## src/rtl/mprj_io_cfg_sequencer.sv

```systemverilog
// mprj_io_cfg_sequencer: walks pads NUM_PADS-1..0, fetches each pad's
// config word and shifts it MSB-first into the user I/O chain, then
// strobes serial_load.
// Ports: clock/resetb (async active-low), start/abort requests,
// cfg_addr/cfg_data word fetch, serial_clock/serial_data/serial_load
// chain drive, busy (not idle), done (one-cycle completion pulse).
module mprj_io_cfg_sequencer #(
  parameter int NUM_PADS = 38,
  parameter int CFG_BITS = 13,
  parameter int ADDR_W   = 6
) (
  input  logic                clock,
  input  logic                resetb,
  input  logic                start,
  input  logic                abort,
  output logic [ADDR_W-1:0]   cfg_addr,
  input  logic [CFG_BITS-1:0] cfg_data,
  output logic                serial_clock,
  output logic                serial_data,
  output logic                serial_load,
  output logic                busy,
  output logic                done
);

  localparam int CW = (CFG_BITS > 1) ? $clog2(CFG_BITS) : 1;

  typedef enum logic [2:0] {
    IDLE,
    FETCH,
    BIT_LO,
    BIT_HI,
    LOAD
  } state_t;

  state_t              state, state_d;
  logic [CW-1:0]       cnt, cnt_d;
  logic [CFG_BITS-1:0] sr, sr_d, sr_sh;
  logic [ADDR_W-1:0]   addr_d;
  logic                sclk_d, sdat_d, sload_d;
  logic                busy_d, done_d;

  assign sr_sh = sr << 1;

  // Outputs are computed for the state being entered and registered
  // with it, so each output reflects the current state with no glitches.
  always_comb begin
    state_d = state;
    cnt_d   = cnt;
    sr_d    = sr;
    addr_d  = cfg_addr;
    sclk_d  = 1'b0;
    sdat_d  = 1'b0;
    sload_d = 1'b0;
    done_d  = 1'b0;
    unique case (state)
      IDLE: begin
        if (start && !abort) begin
          state_d = FETCH;
          addr_d  = ADDR_W'(NUM_PADS - 1);
          cnt_d   = '0;
        end
      end
      FETCH: begin
        sr_d    = cfg_data;
        sdat_d  = cfg_data[CFG_BITS-1];
        state_d = BIT_LO;
      end
      BIT_LO: begin
        sclk_d  = 1'b1;
        sdat_d  = sr[CFG_BITS-1];
        state_d = BIT_HI;
      end
      BIT_HI: begin
        sr_d = sr_sh;
        if (cnt == CW'(CFG_BITS - 1)) begin
          cnt_d = '0;
          if (cfg_addr == '0) begin
            state_d = LOAD;
            sload_d = 1'b1;
          end else begin
            state_d = FETCH;
            addr_d  = cfg_addr - 1'b1;
          end
        end else begin
          cnt_d   = cnt + 1'b1;
          sdat_d  = sr_sh[CFG_BITS-1];
          state_d = BIT_LO;
        end
      end
      LOAD: begin
        done_d  = 1'b1;
        state_d = IDLE;
      end
      default: state_d = IDLE;
    endcase
    // abort cancels cleanly: chain lines low, no load, no done
    if (abort && state != IDLE) begin
      state_d = IDLE;
      cnt_d   = cnt;
      sr_d    = sr;
      addr_d  = cfg_addr;
      sclk_d  = 1'b0;
      sdat_d  = 1'b0;
      sload_d = 1'b0;
      done_d  = 1'b0;
    end
    busy_d = (state_d != IDLE);
  end

  always_ff @(posedge clock or negedge resetb) begin
    if (!resetb) begin
      state        <= IDLE;
      cnt          <= '0;
      sr           <= '0;
      cfg_addr     <= '0;
      serial_clock <= 1'b0;
      serial_data  <= 1'b0;
      serial_load  <= 1'b0;
      busy         <= 1'b0;
      done         <= 1'b0;
    end else begin
      state        <= state_d;
      cnt          <= cnt_d;
      sr           <= sr_d;
      cfg_addr     <= addr_d;
      serial_clock <= sclk_d;
      serial_data  <= sdat_d;
      serial_load  <= sload_d;
      busy         <= busy_d;
      done         <= done_d;
    end
  end

endmodule

```

## config.mk

```make
export PLATFORM = sky130hd
export DESIGN_NAME = mprj_io_cfg_sequencer
export DESIGN_NICKNAME = d
export VERILOG_FILES = /design/src/rtl/mprj_io_cfg_sequencer.sv
export SDC_FILE = /design/constraint.sdc
export NUM_CORES = 1
export LEC_CHECK = 0
export ABC_AREA = 1
export BUFFER_PORTS_ARGS = -buffer_cell sky130_fd_sc_hd__buf_2
export CAP_MARGIN = 20
export CORE_AREA = 3 3 54 81
export CTS_BUF_LIST = sky130_fd_sc_hd__clkbuf_4 sky130_fd_sc_hd__clkbuf_8 sky130_fd_sc_hd__clkbuf_16
export DETAILED_ROUTE_END_ITERATION = 7
export DIE_AREA = 0 0 57 84
export PLACE_DENSITY = 0.68
export REMOVE_ABC_BUFFERS = 1
export SYNTH_ARGS = -nofsm -noshare
export SYNTH_HDL_FRONTEND = slang
export SYNTH_SLANG_ARGS = --single-unit
```

## constraint.sdc

```tcl
create_clock -name clock -period 2.9 [get_ports clock]
set_input_delay 0 -clock clock [delete_from_list [all_inputs] [get_ports clock]]
set_output_delay 0 -clock clock [all_outputs]
set_load 0.05 [all_outputs]
```

Word-level counts from Yosys, hierarchy flattened
Index checks and enable logic that the tools add are counted.

word-level totals
  register bits after elaboration = 31
  bits of input ports = 17
  output and inout bits = 11
  word-level logic and storage cells = 56

operators by class
  add/sub/neg operators = 2
  equality and inequality tests = 8
  multiplexer cells = 24
  bitwise operators = 1
  reduce and logical (&&, ||, !) cells = 12

operator list
  operator                                           number
  case mux 13 bit (2 select lines)                   1
  2-to-1 mux 6 bit                                   3
  2-to-1 mux 3 bit                                   4
  case mux 3 bit (4 select lines)                    1
  case mux 6 bit (2 select lines)                    1
  2-to-1 mux 1 bit                                   10
  2-to-1 mux 4 bit                                   2
  case mux 4 bit (2 select lines)                    1
  == test 3 x 2 -> 1 bit (second input constant)     2
  logical NOT 6 bit                                  1
  != test 2 bit (second input constant)              3
  nonzero test 3 bit                                 2
  subtractor 6 x 1 -> 6 bit (second input constant)  1
  AND reduction 5 bit                                1
  adder 4 x 1 -> 4 bit (second input constant)       1
  == test 4 bit (second input constant)              1
  nonzero test 2 bit                                 2
  == test 3 x 1 -> 1 bit (second input constant)     1
  == test 3 bit (second input constant)              1
  logical NOT 3 bit                                  1
  case mux 1 bit (3 select lines)                    1
  AND reduction 3 bit                                1
  logical AND 1 bit                                  2
  AND reduction 2 bit                                1
  other kinds (2)                                    2

Logic depth before layout (Yosys ltp)
Gate-level depths: netlist (run 1).

  depth after elaboration = 6
  mapped depth = 9
  mapped depth without buffers = 9

Worst setup path after synthesis (run 1)
No wires, ideal clock.

  kind = reg-to-reg
  from = reg cfg_addr[0]
  to = reg cfg_addr[3]
  library setup time = 0.066 ns
  arrival = 1.652 ns
  required time = 2.834 ns
  path slack = 1.182 ns
  cell stages (with the launch flop) = 10
  path buffers = 0
  cell sequence = dfrtp_1 -> inv_1 -> ha_1 -> nand2_1 -> nor2_1 -> nand3_1 -> nand2_1 -> nor2_2 -> nand2_1 -> nand2_1

on the way
  longest elaborated chain between the ends = 4

RTL lines
  what                             line  text
  from (decl)                      16    output logic [ADDR_W-1:0] cfg_addr,
  from (signal assigned)           125   cfg_addr <= addr_d;
  subtractor 6 x 1 -> 6 bit        82    addr_d = cfg_addr - 1'b1;
  2-to-1 mux 6 bit                 77    if (cfg_addr == '0) begin
  2-to-1 mux 6 bit                 75    if (cnt == CW'(CFG_BITS - 1)) begin
  case mux 6 bit (2 select lines)  55    unique case (state)

Several ways; a longest one is shown, not always the timed one. The select of a mux whose other input is x is not followed.
A chain may end at the register's enable or synchronous reset.

Worst setup path after layout (run 1)
  from = reg state[2]
  to = reg cfg_addr[4]

on the way
  longest elaborated chain between the ends = 4

RTL lines
  what                                                                         line  text
  from (decl)                                                                  35    state_t state, state_d;
  from (signal assigned)                                                       122   state <= state_d;
  parallel branches: the longest is 4 deep, another holds AND reduction 5 bit  n/a

Parallel ways; which one is timed is not known.

==> summary by stage, run 1 <==
Outcome
The run finished with clean final reports.

Placed design
At the end of routability-driven placement, the weighted congestion stood at between 0.8 and 0.9. Detailed placement finished with a half-perimeter wire length of 2570 um. The area after detailed placement is 1790 um^2.

The count of buffers from port buffering is 27. Once placement completed, the tool counted placed cells totaling 279.

Floorplanning
The die covers ~4800 um^2. In this run the horizontal extent of the chip is 57 um. 28 I/O pins were placed. From bottom edge to top edge, the die measures 84 um. The initial core utilization is 0.442.

The total area inside the core boundary comes to roughly 3700 um^2. After floorplanning, the core was divided into 27 placement rows.

Final layout
Excluding fillers, the count of instances in the completed layout stands at 290. Summing all non-filler instances in the final layout gives an area of 1940 um^2. The number of fill cells is 408.

The repair_antennas step left the layout with diodes totalling 0. The net total in the final layout is 267. The area growth from synthesis to layout is 18.2%. The share of final-layout standard cells stronger than drive strength 1 is 0.182. The flip-flop and latch area is ~780 um^2.

The area of combinational cells with multiple inputs is 762 um^2.

Logic synthesis
The most common cell in the synthesized netlist is sky130_fd_sc_hd__nand2_1. The largest area contributor in the synthesized netlist is sky130_fd_sc_hd__dfrtp_1. The cell count after synthesis came out at roughly 210. The area share of the leading cell type in the synthesized netlist is 0.472.

The count of unique library cells instantiated by Yosys is 23. The number of enable flip-flop cells after synthesis is 0. Sorting the synthesized cells by area gives the leading types as sky130_fd_sc_hd__dfrtp_1, sky130_fd_sc_hd__nand2_1, sky130_fd_sc_hd__nor2_1. For this run, the leading register cell type out of synthesis is sky130_fd_sc_hd__dfrtp_1. After synthesis, the mean cell area works out to 7.68 um^2. The share of the Yosys chip area taken by registers is 0.472. After synthesis the netlist holds a flip-flop and latch count of 31.

Yosys printed 0 warnings. Counting instances in the post-synthesis netlist gives the leading cell types as sky130_fd_sc_hd__nand2_1, sky130_fd_sc_hd__dfrtp_1, sky130_fd_sc_hd__nor2_1. The share of async-settable or async-resettable flops after synthesis is 1.00. In this run the cell area of the synthesized design comes to around 1600 um^2.

Critical path
The endpoint kind of the worst setup timing path is a register. The data arrival time of the critical path is about 1.9 ns. The worst setup path is launched from a register. Data on the critical path is required at its endpoint by 3.08 ns.

The worst setup path is of the register to register kind. The worst-path maximum fanout is 13.

Clock network
The CTS tree is done. The post-CTS setup buffer count is 0. The number of clock sinks is 31.

After clock tree synthesis, the clock-pin slew on the worst setup and hold paths is 0.06 ns. The cell chosen for the clock root is sky130_fd_sc_hd__clkbuf_8. The H-tree generated during clock tree synthesis spans 2 levels. The number of CTS-inserted buffers is 5. The worst-case clock buffer depth is 2. For the worst-skew pair, the clock arrives at the later sink with an insertion delay of 0.28 ns.

STA
The worst slew slack as a fraction of its limit is 0.538. The transition at the pin with the smallest max-transition slack is 0.693 ns. Based on the critical path, the design can be clocked at up to 0.586 GHz. Counting I/O delays and the setup requirement, the final critical path takes approximately 1.7 ns.

The setup TNS after final layout is 0 ns. The total count of max-transition violations in the final report was 0. The worst slack on hold paths is approximately 0.012 ns. Setup violations remaining at the end of the flow were counted as 0. Setup repair after global routing left no endpoint under its margin.

The share of the clock period used by the worst path is 0.588. The clock arrives with 0.00556 ns of skew. The hold violation total from the final report is 0.

Global route
The number of antenna violations at the first check in global routing is 0. The overall track demand over capacity in global routing is 0.168. The first global-routing pass estimated 6490 um of wire. The largest net degree at the start of global routing is 32. The sum of overflow across all layers after global routing is 0.

The via count of the first global-routing pass is 1484.

Drt
After detailed routing, the number of vias per cell comes to 4.96. In this run the remaining antenna-violating nets after routing total 0. The number of detailed-routing iterations run before antenna repair is 4. For this block, the via count after detailed routing is 1437. The wire length reported by the detailed router is 3630 um.

For this run, design rule violations remaining after detail routing come to 0. The routed wirelength normalized by instance count is about 13 um. The number of violations reported at the end of detailed-routing iteration 0 is 80.

Pwr
The total chip power is 1.84 mW. The ratio of total power to cell area is 947 nW/um^2. The worst vdd rail ir drop is between 0.4 and 0.5 mV. The leakage power is 1.01 nW.

Job
The number of maximum-capacitance constraint violations is 0.

Worst hold path
The path class of the lowest-slack min-delay path is primary input to register.
-- registers in the layout (all words and copies together), names as in the netlist --
signal and count:
busy 1, cfg_addr 6, cnt 4, done 1, serial_clock 1, serial_data 1, serial_load 1, sr 13
state 3
-- critical path, cell delays in order, from the launching register on --
cell and delay, ns:
sky130_fd_sc_hd__dfrtp_1 0.44, sky130_fd_sc_hd__inv_2 0.11, sky130_fd_sc_hd__nand2_1 0.06, sky130_fd_sc_hd__nor2_2 0.37, sky130_fd_sc_hd__nand2_1 0.17, sky130_fd_sc_hd__nand2_4 0.16
sky130_fd_sc_hd__nand3_2 0.14, sky130_fd_sc_hd__nand2_1 0.09, sky130_fd_sc_hd__nand2_1 0.05
-- per-stage QoR --
stage | setup WS, ns | util
after floorplan | 1.18 | -
after global placement | 1.21 | 0.483
after detailed placement | 1.17 | 0.483
after CTS | 1.16 | 0.523
after global routing | 1.02 | 0.523
final | 1.19 | 0.523
-- metal layers --
metal | share of wire | global-route usage | vias up | wire (um)
met5 | 0 | 0 | - | 0
met4 | 0.017 | 0.0633 | 0 | 61
met3 | 0.047 | 0.0449 | 6 | 172
met2 | 0.52 | 0.291 | 32 | 1880
met1 | 0.42 | 0.194 | 651 | 1510
li1 | - | - | 748 | -
-- cell usage in the layout, fill, tap and decap left out, drive strengths merged, types with 3 or more instances in the layout --
cell type and n:
nor2 35, inv 18, nand4 4, clkbuf 6
o21ai 29, nor3 3, ha 4, buf 27
dfrtp 31, nand2 65, nand3 15, dlygate4sd3 3
-- cell type report --
type,instances,area share
Sequential cell,31,0.399
Multi-Input combinational cell,160,0.392
Timing Repair Buffer,30,0.0851
Clock buffer,6,0.0425
Inverter,18,0.0348
Tap cell,43,0.0277
Clock inverter,2,0.0180
-- kinds of logic after synthesis --
| kind of cell | Yosys count | share of synthesized area |
|---|---|---|
| AOI/OAI and AO/OA | 30 | 0.0929 |
| xor gates and xnor gates | 2 | 0.0107 |
| adders and majority gates | 4 | 0.0305 |
| buffers and inverters | 23 | 0.0640 |
| DFF | 31 | 0.472 |
| and+or+nand+nor | 124 | 0.330 |
-- path summary, 6_finish.rpt --
check / start / end / slack (ns) / cells after the start
min reg2reg: sr[5]$_DFFE_PN0P_ / sr[5]$_DFFE_PN0P_ / 0.50 / 2
min: cfg_data[0] / sr[0]$_DFFE_PN0P_ / 0.01 / 3
max reg2reg: state[2]$_DFF_PN0_ / cfg_addr[4]$_DFFE_PN0P_ / 1.19 / 8
max in group asynchronous: resetb / sr[2]$_DFFE_PN0P_ / 2.16 / 2
max: state[2]$_DFF_PN0_ / cfg_addr[4]$_DFFE_PN0P_ / 1.19 / 8
min in group asynchronous: resetb / sr[8]$_DFFE_PN0P_ / 0.29 / 2
-- where the power goes --
group / total [mW] / switching, mW / internal, mW
Combinational: 0.707 / 0.500 / 0.207
Clock: 0.440 / 0.163 / 0.278
Sequential: 0.693 / 0.114 / 0.579
-- timing repair --
item / in CTS / in global routing
endpoints found under the hold margin: 34 / 0
resized for setup: 0 / 0
endpoints found under the setup margin: 0 / 0
hold buffers: 3 / 0
No activity file was read; power rests on OpenSTA's default activity.
==> run 2, diff against run 1 <==
==> constraint.sdc (replaced) <==
create_clock -name clock -period 1.75 [get_ports clock]
set_input_delay 0 -clock clock [delete_from_list [all_inputs] [get_ports clock]]
set_output_delay 0 -clock clock [all_outputs]
set_load 0.05 [all_outputs]
==> run 2 against run 1 <==
  * Hold slack worse by 0.0060 ns
  * Utilization grew 0.61 points
  * Sequential share of layout area is 0.46 points lower
  * Non-clock buffer count up 3
  * Final cell count increased by 1.0%
  * Power is 66% higher
  * Critical endpoint is now cfg_addr[5]$_DFFE_PN0P_
  * Largest power group unchanged
==> summary by stage, run 2 (same netlist as run 1, synthesis figures left out) <==
Floorplanning
The number of primary I/O pins is 28 (unchanged). The die footprint is 4790 um^2 (unchanged). The overall die width is 57 um (unchanged).

The total core area is 3720 um^2 (unchanged). The initial core utilization was 0.442 (unchanged). The y dimension of the die is 84 um (unchanged). The number of core rows is 27 (unchanged).

Clock network
The worst-case clock buffer depth was 2 (unchanged). TritonCTS built the clock tree. The number of clock sinks was 31 (unchanged).

The maximum level of the CTS H-tree was 2 (unchanged). The later-pin clock latency in the skew report came to 0.28 ns (about the same). The cell chosen for the clock root is sky130_fd_sc_hd__clkbuf_8.

The clock edge transition at the registers on the reported setup and hold paths is 0.06 ns (about the same). The number of CTS-inserted buffers was 5 (unchanged).

Placed design
The count of buffers from port buffering was 27 (unchanged). The weighted congestion reported at the end of routability-driven placement is 0.832 (+2.4%). The estimated wirelength of the detail-placed design is 2720 um (+5.8%). The number of cells in the design after placement was 282 (+1.1%).

STA
The final number of setup-violating endpoints was 0 (unchanged). The top achievable clock speed is 0.645 GHz (+10%). The maximum clock skew at final layout is 0.00473 ns (-0.000832 ns). The hold violation total from the final report is 0 (unchanged). The share of the clock period used by the worst path was 0.885 (+0.297). The setup TNS after final layout came to 0 ns (unchanged). The transition at the pin with the smallest max-transition slack is 0.679 ns (-0.0134 ns). The minimum clock period is 1.55 ns (-0.157 ns). The worst slew slack as a fraction of its limit is 0.547 (+0.00893). Setup repair after global routing left no endpoint under its margin.

The total count of max-transition violations in the final report came to 0 (unchanged).

Critical path
The flop-to-flop setup slack is 0.20 ns (-0.99 ns). The category of the most critical setup path is register to register. The worst path required time is 1.93 ns (-1.15 ns). The data arrival time of the critical path came to 1.73 ns (-0.15 ns). STA classifies the critical path endpoint as a register. The worst-path maximum fanout was 7 (-6). The launching element type of the critical path is a register.

Drt
The count of nets left with antenna violations after detail routing is 0 (unchanged). The number of violations reported at the end of detailed-routing iteration 0 came to 64 (-20%). The per-cell via count in the routed design came to 5.11 (+3.0%).

The routed wirelength normalized by instance count is 12.5 um (+0.23%). The wire length reported by the detailed router is 3680 um (+1.3%). The total number of vias is 1496 (+4.1%).

The number of detailed-routing iterations run before antenna repair was 4 (unchanged). The detailed-route DRC error count was 0 (unchanged).

Pwr
The total net switching power is 1.28 mW (+65%). The clock group share of total power is 0.236 (-0.003). The worst vdd rail ir drop came to 0.765 mV (+59%). The combinational share of power is 0.389 (+0.005).

The cell-internal power is 1.78 mW (+68%). The leakage power is 1.03 nW (+1.5%). The total chip power is 3.06 mW (+66%).

The proportion of total power due to net switching was 0.418 (-0.00440). The ratio of total power to cell area came to 1560 nW/um^2 (+64%). The fraction of power consumed by sequential logic is 0.374 (-0.003).

Final layout
The non-filler instance count after layout is 293 (+1.0%). In the layout the commonest cells are sky130_fd_sc_hd__nand2_1, sky130_fd_sc_hd__nor2_1, sky130_fd_sc_hd__dfrtp_1. The number of flip-flops in the largest register came to 13 (unchanged).

The register with the most flip-flops in the final layout is sr. The share of final-layout standard cells stronger than drive strength 1 is 0.192 (+0.00981). Relative to the synthesized area, the layout overhead comes to 19.6%.

The most frequent standard cell in the layout excluding fill and tap cells is sky130_fd_sc_hd__nand2_1. The area of combinational cells with multiple inputs is 762 um^2 (unchanged). The flip-flop and latch area came to 776 um^2 (unchanged). The antenna cell count came to 0 (unchanged). The number of fill cells is 367 (-10%). The net total in the final layout came to 270 (+1.1%). The largest registers in the layout are sr: 13 flops, cfg_addr: 6 flops, cnt: 4 flops.

Global route
The via count of the first global-routing pass is 1461 (-1.5%). The number of antenna violations at the first check in global routing is 0 (unchanged). The overall track demand over capacity in global routing came to 0.169 (+0.000260).

The global-route wire length before repair is 6420 um (-1.2%). The sum of overflow across all layers after global routing came to 0 (unchanged). The largest net degree at the start of global routing is 32 (unchanged).

Outcome
The flow ran to the end, and the final reports show no timing, DRC or antenna violations.

Job
The number of maximum-capacitance constraint violations is 0 (unchanged).

Worst hold path
The path class of the lowest-slack min-delay path is primary input to register.
[run 2: cell count changes in the layout (fill, tap and decap cells not counted)]
cell	before	now
sky130_fd_sc_hd__buf_4	0	3
[run 2: critical path: stages, from the launching register on]
cell	delay [ns]
sky130_fd_sc_hd__dfrtp_1	0.39
sky130_fd_sc_hd__inv_1	0.18
sky130_fd_sc_hd__ha_1	0.21
sky130_fd_sc_hd__nand2_1	0.06
sky130_fd_sc_hd__nor2_1	0.11
sky130_fd_sc_hd__nand3_1	0.17
sky130_fd_sc_hd__nand2_1	0.12
sky130_fd_sc_hd__nor2_2	0.06
sky130_fd_sc_hd__nand2_1	0.08
sky130_fd_sc_hd__nand2_1	0.04
[run 2: routing by layer]
layer,global-route usage,up-vias,part of all wire
met5,0,-,0
met4,0.0802,0,0.025
met3,0.0356,7,0.041
met2,0.288,31,0.52
met1,0.195,706,0.41
li1,-,752,-
[run 2: layout make-up]
class | instances | share of cell area
flip-flops and latches | 31 | 0.395
multi-input cells | 160 | 0.388
repair buffers | 33 | 0.0955
clock buffers | 6 | 0.0420
clock inverters | 2 | 0.0178
inverters | 18 | 0.0344
well taps | 43 | 0.0274
[run 2: power by group through the flow]
stage          Clock, mW  Sequential, mW  Combinational (mW)
6_report           0.723            1.14                1.19
5_1_grt            0.779            1.18                1.37
4_1_cts            0.746            1.14                1.21
3_5_place_dp           0            1.16                1.20
3_3_place_gp           0            1.15                1.18
2_1_floorplan          0            1.36               0.647
[run 2: repair_timing]
item / CTS / global route
hold endpoints to repair: 34 / 0
gates resized for setup: 0 / 0
buffers inserted: 0 / 0
setup endpoints to repair: 0 / 0
hold buffers: 3 / 0
[run 2: path summary, 6_finish.rpt]
path,startpoint,to,cells after the start
max reg2reg,cfg_addr[0]$_DFFE_PN0P_,cfg_addr[5]$_DFFE_PN0P_,9
min in group asynchronous,resetb,sr[8]$_DFFE_PN0P_,2
min,cfg_data[11],sr[11]$_DFFE_PN0P_,3
max,cfg_addr[0]$_DFFE_PN0P_,cfg_addr[5]$_DFFE_PN0P_,9
max in group asynchronous,resetb,sr[0]$_DFFE_PN0P_,2
min reg2reg,sr[12]$_DFFE_PN0P_,sr[12]$_DFFE_PN0P_,2
[run 2: through the flow]
step	hold slack (ns)	util	area [um^2]	setup WS (ns)
detailed placement	0.0807	0.489	1820	0.217
CTS	0.00393	0.529	1960	0.200
floorplan	-0.296	-	1610	0.0318
finish	0.00589	0.529	1960	0.201
global placement	0.0720	0.489	1820	0.294
global route	0.0251	0.529	1960	0.0336
==> run 3, diff against run 2 <==
==> config.mk (replaced) <==
export PLATFORM = sky130hd
export DESIGN_NAME = mprj_io_cfg_sequencer
export DESIGN_NICKNAME = d
export VERILOG_FILES = /design/src/rtl/mprj_io_cfg_sequencer.sv
export SDC_FILE = /design/constraint.sdc
export NUM_CORES = 1
export LEC_CHECK = 0
export BUFFER_PORTS_ARGS = -buffer_cell sky130_fd_sc_hd__buf_2
export CAP_MARGIN = 20
export CORE_AREA = 3 3 52 78
export CTS_BUF_LIST = sky130_fd_sc_hd__clkbuf_4 sky130_fd_sc_hd__clkbuf_8 sky130_fd_sc_hd__clkbuf_16
export DETAILED_ROUTE_END_ITERATION = 7
export DIE_AREA = 0 0 55 81
export PLACE_DENSITY = 0.69
export REMOVE_ABC_BUFFERS = 1
export SLEW_MARGIN = 20
export SYNTH_ARGS = -nofsm -noshare
export SYNTH_HDL_FRONTEND = slang
export SYNTH_SLANG_ARGS = --single-unit
==> run 3 against run 2 <==
  * The flow now finishes with violations (setup timing)
  * Sequential cell count is the same
  * Register-to-register slack lost 0.27 ns
  * Cell area grew 5.0%
  * Hold slack gained 0.00084 ns
  * Synthesized cell count shrank 25%
  * Non-clock buffer count grew 20
  * Combinational power shrank 59%
  * Via count shrank 5.6%
  * Worst setup slack lost 0.27 ns
  * Global-route usage grew 2.5 points
  * Critical endpoint is now busy$_DFF_PN0_
==> summary by stage, run 3 <==
Logic synthesis
The area share of the leading cell type in the synthesized netlist was 0.508 (+0.0356). The share of async-settable or async-resettable flops after synthesis came to 1.00 (unchanged). Among all cell types in the netlist, the one instantiated most often is sky130_fd_sc_hd__dfrtp_1.

The sequential area share after synthesis was 0.508 (+0.0356). The most used flip-flop cell after synthesis is sky130_fd_sc_hd__dfrtp_1. The number of enable flip-flop cells after synthesis is 0 (unchanged). The synthesized area came to 1530 um^2 (-7.0%). After synthesis, the cell types taking the most area are sky130_fd_sc_hd__dfrtp_1, sky130_fd_sc_hd__o21ai_0, sky130_fd_sc_hd__nand2_1. The largest area contributor in the synthesized netlist is sky130_fd_sc_hd__dfrtp_1. The register bit total from synthesis is 31 (unchanged). The per-instance average area after synthesis is 9.55 um^2 (+24%). The gate count after technology mapping came to 160 (-25%). After synthesis, the most frequently instantiated cells are sky130_fd_sc_hd__dfrtp_1, sky130_fd_sc_hd__nand2_1, sky130_fd_sc_hd__o21ai_0.

The count of unique library cells instantiated by Yosys came to 34 (+48%). The number of synthesis warnings is 0 (unchanged).

STA
The worst slack on hold paths is 0.00673 ns (+0.000839 ns). The worst slew slack as a fraction of its limit came to 0.547 (about the same). The minimum clock period is 1.82 ns (+0.272 ns). The worst-case setup margin in the final layout is -0.0713 ns (-0.272 ns). The setup TNS after final layout is -0.262 ns (-0.262 ns). The total count of max-transition violations in the final report is 0 (unchanged). The share of the clock period used by the worst path is 1.04 (+0.155).

The maximum clock skew at final layout is 0.00915 ns (+0.00442 ns). The top achievable clock speed was 0.549 GHz (-15%). Setup repair after global routing could not meet its margin everywhere.

The final number of setup-violating endpoints is 6 (+6). The hold violation total from the final report is 0 (unchanged). The transition at the pin with the smallest max-transition slack is 0.680 ns (+0.000194 ns).

Final layout
The register bank with the most flops is sr. The net total in the final layout is 232 (-14%). The area growth from synthesis to final layout is 35.1%. In the final layout, the registers with the most flip-flops are sr: 13 flops, cfg_addr: 6 flops, cnt: 4 flops. In the layout the commonest cells are sky130_fd_sc_hd__dfrtp_1, sky130_fd_sc_hd__buf_2, sky130_fd_sc_hd__nand2_1. The number of flip-flops in the largest register came to 13 (unchanged). The number of fill cells came to 315 (-14%).

Leaving out fill and tap cells, the most frequent cell in the layout is sky130_fd_sc_hd__dfrtp_1. The non-filler instance count after layout is 254 (-13%). The design area is 2060 um^2 (+5.0%). The post-layout utilization of the core is 0.598 (+0.0697). The share of final-layout standard cells stronger than drive strength 1 is 0.340 (+0.148). The antenna cell count is 0 (unchanged).

Placed design
The weighted congestion reported at the end of routability-driven placement came to 0.791 (-5.0%). The estimated wirelength of the detail-placed design is 2720 um (about the same). The worst slack at placement came to -0.111 ns (-0.328 ns). The count of buffers from port buffering is 27 (unchanged).

The number of cells in the design after placement came to 238 (-16%). The area after detailed placement is 1810 um^2 (-0.21%).

Floorplanning
The number of primary I/O pins is 28 (unchanged). The y dimension of the die was 81 um (-3.6%). The overall die width is 55 um (-3.5%).

The die footprint is 4460 um^2 (-7.0%). The number of core rows is 26 (-3.7%). The total core area came to 3450 um^2 (-7.2%). The initial core utilization is 0.443 (+0.000946).

Job
The number of maximum-capacitance constraint violations was 0 (unchanged).

Drt
The total number of vias is 1412 (-5.6%). The detailed-route DRC error count is 0 (unchanged). The routed wirelength normalized by instance count is 15.2 um (+21%). The count of nets left with antenna violations after detail routing is 0 (unchanged). The per-cell via count in the routed design is 5.56 (+8.9%).

The wire length reported by the detailed router came to 3860 um (+4.9%). The number of detailed-routing iterations run before antenna repair was 4 (unchanged). The number of violations reported at the end of detailed-routing iteration 0 was 39 (-39%).

Global route
The overall track demand over capacity in global routing is 0.194 (+0.0248). The met1 track demand over resource in global routing came to 0.205 (+0.00918). The sum of overflow across all layers after global routing is 0 (unchanged).

The largest net degree at the start of global routing is 32 (unchanged). The global-route wire length before repair is 6190 um (-3.6%). The via count of the first global-routing pass is 1438 (-1.6%). The global-route met3 utilization is 0.0624 (+0.0268). The number of antenna violations at the first check in global routing came to 0 (unchanged). In this run the most used layer during global routing was met2.

The met2 capacity usage during global routing came to 0.332 (+0.0435).

Clock network
The clock edge transition at the registers on the reported setup and hold paths is 0.07 ns (about the same). The cell chosen for the clock root is sky130_fd_sc_hd__clkbuf_8. TritonCTS built the clock tree. The number of CTS-inserted buffers is 5 (unchanged). The later-pin clock latency in the skew report is 0.29 ns (about the same). The number of clock sinks is 31 (unchanged). The worst-case clock buffer depth came to 2 (unchanged). The maximum level of the CTS H-tree is 2 (unchanged).

Pwr
The proportion of total power due to net switching was 0.333 (-0.0851). The total net switching power is 679 uW (-47%). The clock group share of total power was 0.280 (+0.044).

The leakage power is 0.936 nW (-9.1%). The cell-internal power is 1.36 mW (-23%). The combinational share of power was 0.240 (-0.149). The worst vdd rail ir drop is 0.894 mV (+17%). The fraction of power consumed by sequential logic came to 0.480 (+0.106). The total chip power is 2.04 mW (-33%). The ratio of total power to cell area is 990 nW/um^2 (-36%).

Worst hold path
The path class of the lowest-slack min-delay path is primary input to register.

Critical path
The worst path required time is 1.92 ns (about the same). The worst-path maximum fanout is 3 (-4). The data arrival time of the critical path is 1.99 ns (+0.26 ns). The category of the most critical setup path is register to register. The launching element type of the critical path is a register. STA classifies the critical path endpoint as a register.

Outcome
The flow ran to the end, but the final reports show violations. The checks that failed: setup timing.
==> run 3: changes by cell type after synthesis, moves of 4 or more <==
cell,change
sky130_fd_sc_hd__nand2_1,-38
sky130_fd_sc_hd__nor2_1,-27
sky130_fd_sc_hd__o21ai_1,-12
sky130_fd_sc_hd__o22ai_1,+12
sky130_fd_sc_hd__inv_1,-9
sky130_fd_sc_hd__nand3_1,-9
sky130_fd_sc_hd__a21oi_1,+6
sky130_fd_sc_hd__clkbuf_1,+6
sky130_fd_sc_hd__and2_1,+4
sky130_fd_sc_hd__mux2i_1,+4
==> run 3: per-layer routing <==
metal | vias to the layer above | routed length, um
met5 | - | 0
met4 | 0 | 91
met3 | 8 | 145
met2 | 29 | 2190
met1 | 704 | 1430
li1 | 671 | -
==> run 3: power groups by stage <==
stage	Sequential, mW	Combinational [mW]	Clock, mW
2_1_floorplan	1.04	0.245	0
4_1_cts	0.981	0.483	0.584
5_1_grt	0.996	0.561	0.621
3_3_place_gp	0.982	0.447	0
6_report	0.980	0.490	0.572
3_5_place_dp	0.993	0.469	0
==> run 3: cell type report <==
class	count	area, um^2	share of cell area
multi-input combinational	112	767	0.372
tap	42	52.6	0.0255
clock buffer	6	76.3	0.0370
sequential	31	776	0.376
timing repair buffer	53	349	0.169
inverter	8	30.0	0.0146
clock inverter	2	12.5	0.00606
==> run 3: final timing paths <==
check | cells past startpoint | end | slack (ns) | from
worst max-delay path | 6 | busy$_DFF_PN0_ | -0.07 | cfg_addr[0]$_DFFE_PN0P_
worst min-delay path | 3 | sr[7]$_DFFE_PN0P_ | 0.007 | cfg_data[7]
worst max register to register | 6 | busy$_DFF_PN0_ | -0.07 | cfg_addr[0]$_DFFE_PN0P_
worst min register to register | 2 | sr[7]$_DFFE_PN0P_ | 0.49 | sr[7]$_DFFE_PN0P_
max in group asynchronous | 2 | cfg_addr[2]$_DFFE_PN0P_ | 1.02 | resetb
min in group asynchronous | 2 | serial_clock$_DFF_PN0_ | 0.28 | resetb
==> run 3: logic make-up (layout without fill, tap and decap cells) <==
family,Yosys count,in the layout,share of synthesized area
mux,5,5,0.0336
compound gates,47,47,0.189
buf+inv,17,69,0.0442
flops,31,31,0.508
fa+ha+maj,4,4,0.0328
simple gates,56,56,0.192
==> run 3: worst max-delay path, cell delays in order, from the launching register on <==
cell                       delay [ns]
sky130_fd_sc_hd__dfrtp_1         0.39
sky130_fd_sc_hd__inv_2           0.09
sky130_fd_sc_hd__ha_4            0.13
sky130_fd_sc_hd__or4b_4          0.49
sky130_fd_sc_hd__o211ai_2        0.20
sky130_fd_sc_hd__a221oi_2        0.09
sky130_fd_sc_hd__or3_1           0.32
==> run 3: what timing repair did <==
item | CTS | global route
cloned | 0 | 0
hold buffers | 6 | 0
endpoints found under the hold margin | 38 | 0
setup endpoints to repair | 3 | 12
setup buffers | 1 | 1
pin swaps | 3 | 4
resized for setup | 3 | 15
